**src/rtl/nios2_system_pio_ext.sv**
```systemverilog
// Parametrised Avalon-MM GPIO slave: output data register with atomic
// set/clear, per-bit direction, two-flop input synchroniser, edge capture
// with interrupt mask, and an edge- or level-sensitive interrupt request.
module nios2_system_pio_ext #(
  parameter int               WIDTH       = 8,
  parameter logic [WIDTH-1:0] RESET_VALUE = '0,
  parameter logic [WIDTH-1:0] DIR_RESET   = '0,
  parameter int               EDGE_TYPE   = 0,
  parameter int               IRQ_TYPE    = 0
) (
  input  logic             clk,
  input  logic             reset,
  input  logic [2:0]       address,
  input  logic             chipselect,
  input  logic             write_n,
  input  logic [31:0]      writedata,
  output logic [31:0]      readdata,
  input  logic [WIDTH-1:0] in_port,
  output logic [WIDTH-1:0] out_port,
  output logic [WIDTH-1:0] oe,
  output logic             irq
);

  localparam logic [2:0] ADDR_DATA   = 3'd0;
  localparam logic [2:0] ADDR_DIR    = 3'd1;
  localparam logic [2:0] ADDR_MASK   = 3'd2;
  localparam logic [2:0] ADDR_EDGE   = 3'd3;
  localparam logic [2:0] ADDR_OUTSET = 3'd4;
  localparam logic [2:0] ADDR_OUTCLR = 3'd5;

  logic             wr_en;
  logic [WIDTH-1:0] wd;
  logic [WIDTH-1:0] data_out;
  logic [WIDTH-1:0] dir;
  logic [WIDTH-1:0] irqmask;
  logic [WIDTH-1:0] edgecapture;
  logic [WIDTH-1:0] edge_clr;
  logic [WIDTH-1:0] edge_evt;
  logic [WIDTH-1:0] sync_p0;
  logic [WIDTH-1:0] sync_p1;
  logic [WIDTH-1:0] sync_p2;
  logic [WIDTH-1:0] rd_w;

  assign wr_en    = chipselect & ~write_n;
  assign wd       = writedata[WIDTH-1:0];
  assign edge_clr = (wr_en && address == ADDR_EDGE) ? wd : '0;

  // Output data register: plain write, atomic OR-set and AND-NOT-clear.
  always_ff @(posedge clk or posedge reset) begin
    if (reset) begin
      data_out <= RESET_VALUE;
    end else if (wr_en) begin
      case (address)
        ADDR_DATA:   data_out <= wd;
        ADDR_OUTSET: data_out <= data_out | wd;
        ADDR_OUTCLR: data_out <= data_out & ~wd;
        default:     data_out <= data_out;
      endcase
    end
  end

  // Direction and interrupt mask registers.
  always_ff @(posedge clk or posedge reset) begin
    if (reset) begin
      dir     <= DIR_RESET;
      irqmask <= '0;
    end else if (wr_en) begin
      if (address == ADDR_DIR)  dir     <= wd;
      if (address == ADDR_MASK) irqmask <= wd;
    end
  end

  // Input path: p0/p1 synchronise the pins, p2 is the one-cycle delay for edges.
  always_ff @(posedge clk or posedge reset) begin
    if (reset) begin
      sync_p0 <= '0;
      sync_p1 <= '0;
      sync_p2 <= '0;
    end else begin
      sync_p0 <= in_port;
      sync_p1 <= sync_p0;
      sync_p2 <= sync_p1;
    end
  end

  // Per-bit edge event selected by the captured edge type.
  always_comb begin
    edge_evt = '0;
    case (EDGE_TYPE)
      0:       edge_evt = sync_p1 & ~sync_p2;
      1:       edge_evt = ~sync_p1 & sync_p2;
      default: edge_evt = sync_p1 ^ sync_p2;
    endcase
  end

  // Sticky edge capture; a new event outranks a same-cycle write-1-clear.
  always_ff @(posedge clk or posedge reset) begin
    if (reset) begin
      edgecapture <= '0;
    end else begin
      edgecapture <= (edgecapture & ~edge_clr) | edge_evt;
    end
  end

  // Zero-wait-state read mux; independent of chipselect.
  always_comb begin
    rd_w = '0;
    case (address)
      ADDR_DATA: rd_w = (dir & data_out) | (~dir & sync_p1);
      ADDR_DIR:  rd_w = dir;
      ADDR_MASK: rd_w = irqmask;
      ADDR_EDGE: rd_w = edgecapture;
      default:   rd_w = '0;
    endcase
  end

  assign readdata = 32'(rd_w);
  assign out_port = data_out;
  assign oe       = dir;

  // Interrupt request: from captured edges or from live synchronised inputs.
  always_comb begin
    irq = 1'b0;
    if (IRQ_TYPE == 1) irq = |(sync_p1 & irqmask & ~dir);
    else               irq = |(edgecapture & irqmask);
  end

endmodule

```
**config.mk**
```make
export PLATFORM = sky130hd
export DESIGN_NAME = nios2_system_pio_ext
export DESIGN_NICKNAME = d
export VERILOG_FILES = /design/src/rtl/nios2_system_pio_ext.sv
export SDC_FILE = /design/constraint.sdc
export NUM_CORES = 1
export LEC_CHECK = 0
export CAP_MARGIN = 20
export CORE_UTILIZATION = 55
export DETAILED_ROUTE_END_ITERATION = 10
export DONT_BUFFER_PORTS = 1
export MAX_ROUTING_LAYER = met4
export PLACE_DENSITY = 0.67
export SLEW_MARGIN = 20
export SYNTH_ARGS = -nofsm -noshare
export SYNTH_HDL_FRONTEND = slang
export SYNTH_SLANG_ARGS = --single-unit
```
**constraint.sdc**
```tcl
create_clock -name clk -period 2.24 [get_ports clk]
set_clock_uncertainty 0.1 [all_clocks]
set_input_delay 0.224 -clock clk [delete_from_list [all_inputs] [get_ports clk]]
set_output_delay 0.224 -clock clk [all_outputs]
set_load 0.01 [all_outputs]
```
# Word level (Yosys, flattened, before mapping)
# Index checks and enable logic that the tools add are counted.
totals:
  output_inout_bits: 49
  wordCells: 37
  reg_bits: 56
  mem_bits_rw: 0
  n_memories: 0
  mem_bits_ro: 0
  latch_bits: 0
  inputBits: 47
classes:
  n_reduce_logical: 7
  n_mux: 3
  n_lt_le_gt_ge: 0
  eq_ne: 5
  n_addsub: 0
  bitwise: 15
  multipliers: 0
  div_mod_pow: 0
  shift: 0
ops:
  columns: ["cell", "n"]
  rows:
  - ["AND 8 bit", 6]
  - ["inverter 8 bit", 4]
  - ["case mux 8 bit (4 select lines)", 1]
  - ["OR 8 bit", 3]
  - ["case mux 8 bit (3 select lines)", 1]
  - ["two-way mux 8 bit", 1]
  - ["OR reduction 8 bit", 1]
  - ["== test 3 x 2 -> 1 bit, second input constant", 2]
  - ["== test 3 bit, second input constant", 2]
  - ["AND reduction 2 bit", 3]
  - ["== test 3 x 1 -> 1 bit, second input constant", 1]
  - ["logical NOT 3 bit", 1]
  - ["nonzero test 3 bit", 1]
  - ["AND 1 bit", 1]
  - ["logical AND 1 bit", 1]
  - ["inverter 1 bit", 1]

# Longest topological paths before layout
depth:
  depth_word: 7
  ltp_mapped: 5
  ltp_nobuf: 3

# Worst setup path after synthesis
# OpenSTA, ideal clock, no wires.
synth_path:
  path_type: "input -> output"
  start: "input address[0]"
  end: "output readdata[0]"
  arrival_ps: 1237
  required_time_ps: 1916
  cell_stages: 4
  path_slack_ps: 679
  n_path_buf: 2
  cell_sequence: "buf_4 clkbuf_1 o311a_1 a211oi_1"
synth_via:
  elab_chain_len: 2
  word_cells_on_any_way: 5
  cone_classes: "eq/ne (3); mux (1); reduce/logical (1)"
synth_lines:
  columns: ["item", "line", "text"]
  rows:
  - ["start: declaration", "13", "input logic [2:0] address,"]
  - ["== test 3 x 2 -> 1 bit, or another cell as far along", "108", "case (address)"]
  - ["case mux 8 bit (4 select lines) *", "108", null]
  - ["end: declaration", "17", "output logic [31:0] readdata,"]
# Mark *: on every way between the ends. The rest lies on a longest branch, timed or not.

# Worst setup path in the final report
layout_path:
  start: "register dir[4], in the netlist oe[4]"
  end: "output readdata[4]"
layout_via:
  elab_chain_len: 4
  word_cells_on_any_way: 5
  cone_classes: "mux (1); bitwise (4)"
layout_lines:
  columns: ["item", "line", "text"]
  rows:
  - ["start: declaration", "34", "logic [WIDTH-1:0] dir;"]
  - ["start signal: assignment", "68", "if (address == ADDR_DIR) dir <= wd;"]
  - ["inverter 8 bit", "109", "ADDR_DATA: rd_w = (dir & data_out) | (~dir & sync_p1);"]
  - ["AND 8 bit", "109", null]
  - ["OR 8 bit", "109", null]
  - ["case mux 8 bit (4 select lines) *", "108", null]
# Marked as above.

==> metrics <==
Syn Inst Count 219; status complete, no violations; Post-CTS Setup Bufs 0; hold slack 0.0121 ns; first-pass GRT wire length 8710 um; slowest stage delay, CP 0.46 ns; Core Region 4380 sq um; per-cell routed wire length 18.4 um; H-tree levels 2; setup TNS 0 ns; mapped cell area 2530 sq um; min setup slack post-route 0.317 ns; CTS Root Cell clkbuf_8; crit path kind flop to primary output; antenna viol nets, final 0; DRT iter0 DRCs 124; Num CTS Buffers 5; Vias 1711; layout cells sized above 1 13.4%; post-layout instance area 2750 sq um; ys async rst share 100%; CP max-delay cell dfrtp_1; CTS Buffer Depth 2; total overflow reported by the global router 0; DRT Wirelength 5340 um; clk sinks 56; port bufs 0; Post-Place Setup Slack 0.654 ns; Syn. warnings 0; Final Cycle Share 85.8%; starting density of the core 57.7%; Clk pin slew, worst setup/hold paths 0.09 ns; Worst EP required 1.92 ns; initial antenna violation count 0; GRT Util Overall 24.3%; n_diodes 0; hpwl dp 3580 um; Slew @ Worst Pin 0.862 ns; die outline width 69.8 um; largest area contributor in the netlist dfrtp_1; Ports 96; row count 24; DP Area 2490 sq um; leading cell types by count after synthesis dfrtp_1, o21ai_0, buf_4; Setup-failing EPs final 0; Seq/Total Area, Yosys 55.4%; max_slew headroom 42.4%; Avg Cell Area, Syn 11.5 sq um; PostCTS Resize Cnt 0; drt pass-1 iters 4; vias in the first global route 1707; die span in y 69.8 um; crit path capture type primary output; RD Place Congestion 0.793; FMAX 520 MHz; die area 4870 sq um; Remaining DRCs 0; Synth area leaders dfrtp_1, buf_4, mux2_2; worst path arrival time 1.60 ns; Startpoint Class flop; critical path fanouts, max 4; final hold viol count 0; FF+latch count, synth 56; worst skew pair latency 0.30 ns; CTS tree yes; Final min period 1.92 ns; area delta synth->final 8.76%; Max-Cap Viols 0; Hold Path Class input pin to flop; Yosys cell types 31; Nets 284; post-synth top area share 55.4%; Hold Buf Count CTS 17; Util after Layout 62.7%; Final Slew Violations 0; Post-synth EDFFs 0; Cell Chain, Critical Path o311a_1 > a211oi_1; via/cell ratio 5.90; most numerous cell in the Yosys netlist dfrtp_1; largest net degree at the start of global routing 38; static leakage 1.21 nW; PwrDens 755 nW/um^2; Synth Flop Type dfrtp_1; worst vdd ir 0.473 mV; RSZ-0062 raised after global routing no
-- routing by layer --
metal / share of wire [%] / GRT usage, % / vias up
met1: 41 / 31.1 / 860
met2: 51 / 37.4 / 72
met5: 0 / - / -
met3: 7.4 / 6.25 / 6
li1: - / - / 773
met4: 1.3 / 9.56 / 0
-- stage by stage --
step	instances	power, mW
finish	290	2.08
global route	290	2.18
CTS	290	2.10
detailed placement	265	1.51
global placement	265	1.50
floorplan	242	1.49
-- path summary, 6_finish.rpt --
check,slack [ns],cells past startpoint,from,endpoint
max,0.32,2,oe[4]$_DFFE_PP0P_,readdata[4]
min,0.01,2,writedata[4],out_port[4]$_DFFE_PP0P_
max reg2reg,1.27,1,oe[4]$_DFFE_PP0P_,oe[4]$_DFFE_PP0P_
min reg2reg,0.25,0,sync_p0[4]$_DFF_PP0_,sync_p1[4]$_DFF_PP0_
max in group asynchronous,1.00,3,reset,irqmask[1]$_DFFE_PP0P_
min in group asynchronous,0.35,2,reset,sync_p0[5]$_DFF_PP0_
-- layout make-up --
cell class,count,area [sq um]
fillers,356,1630
flip-flops and latches,56,1400
multi-input cells,138,935
repair buffers,21,200
clock buffers,6,82.6
well taps,52,65.1
inverters,15,56.3
clock inverters,2,10.0
-- power by group --
group,switching (mW),total [mW],internal [mW]
combinational,0.139,0.283,0.144
clock,0.308,0.555,0.247
sequential,0.119,1.24,1.12
total,0.566,2.08,1.51
-- critical path, delay by kind of cell (launching register included) --
| family | cells | cell delay (ns) |
|---|---|---|
| DFF | 1 | 0.46 |
| AOI/OAI and AO/OA | 2 | 0.83 |
-- registers in the layout (all words and copies together), names as in the netlist --
signal       count
edgecapture      8
irqmask          8
oe               8
out_port         8
sync_p0          8
sync_p1          8
sync_p2          8
-- cells by family (layout without fill, tap and decap cells) --
kind of cell / count (synthesis) / after routing / synth area share (%)
and+or+nand+nor: 29 / 29 / 7.62
other: 1 / 24 / 0.148
buffers and inverters: 48 / 44 / 11.0
DFF: 56 / 56 / 55.4
muxes: 24 / 24 / 10.3
AOI/OAI and AO/OA: 61 / 61 / 15.5
-- cell usage in the layout, fill, tap and decap left out --
cell type / count
nand4bb_1: 2
a211oi_1: 8
nand4_1: 1
nor4_4: 1
o32ai_1: 1
nand2_1: 11
mux2_2: 15
inv_2: 2
nor3b_1: 1
clkbuf_8: 6
buf_4: 4
a21oi_1: 5
o311a_1: 8
inv_1: 13
nor2_1: 1
clkinv_2: 2
o211ai_1: 3
mux2_1: 1
dfrtp_1: 56
nor3_1: 1
o22ai_1: 4
o21ai_0: 28
and4_1: 1
nand3_1: 3
or4b_1: 1
nor2_4: 1
mux2i_1: 8
nand2b_1: 4
conb_1: 24
dlygate4sd3_1: 17
a22oi_1: 4
nor4b_2: 1
Power figures use the tool's default switching activity.
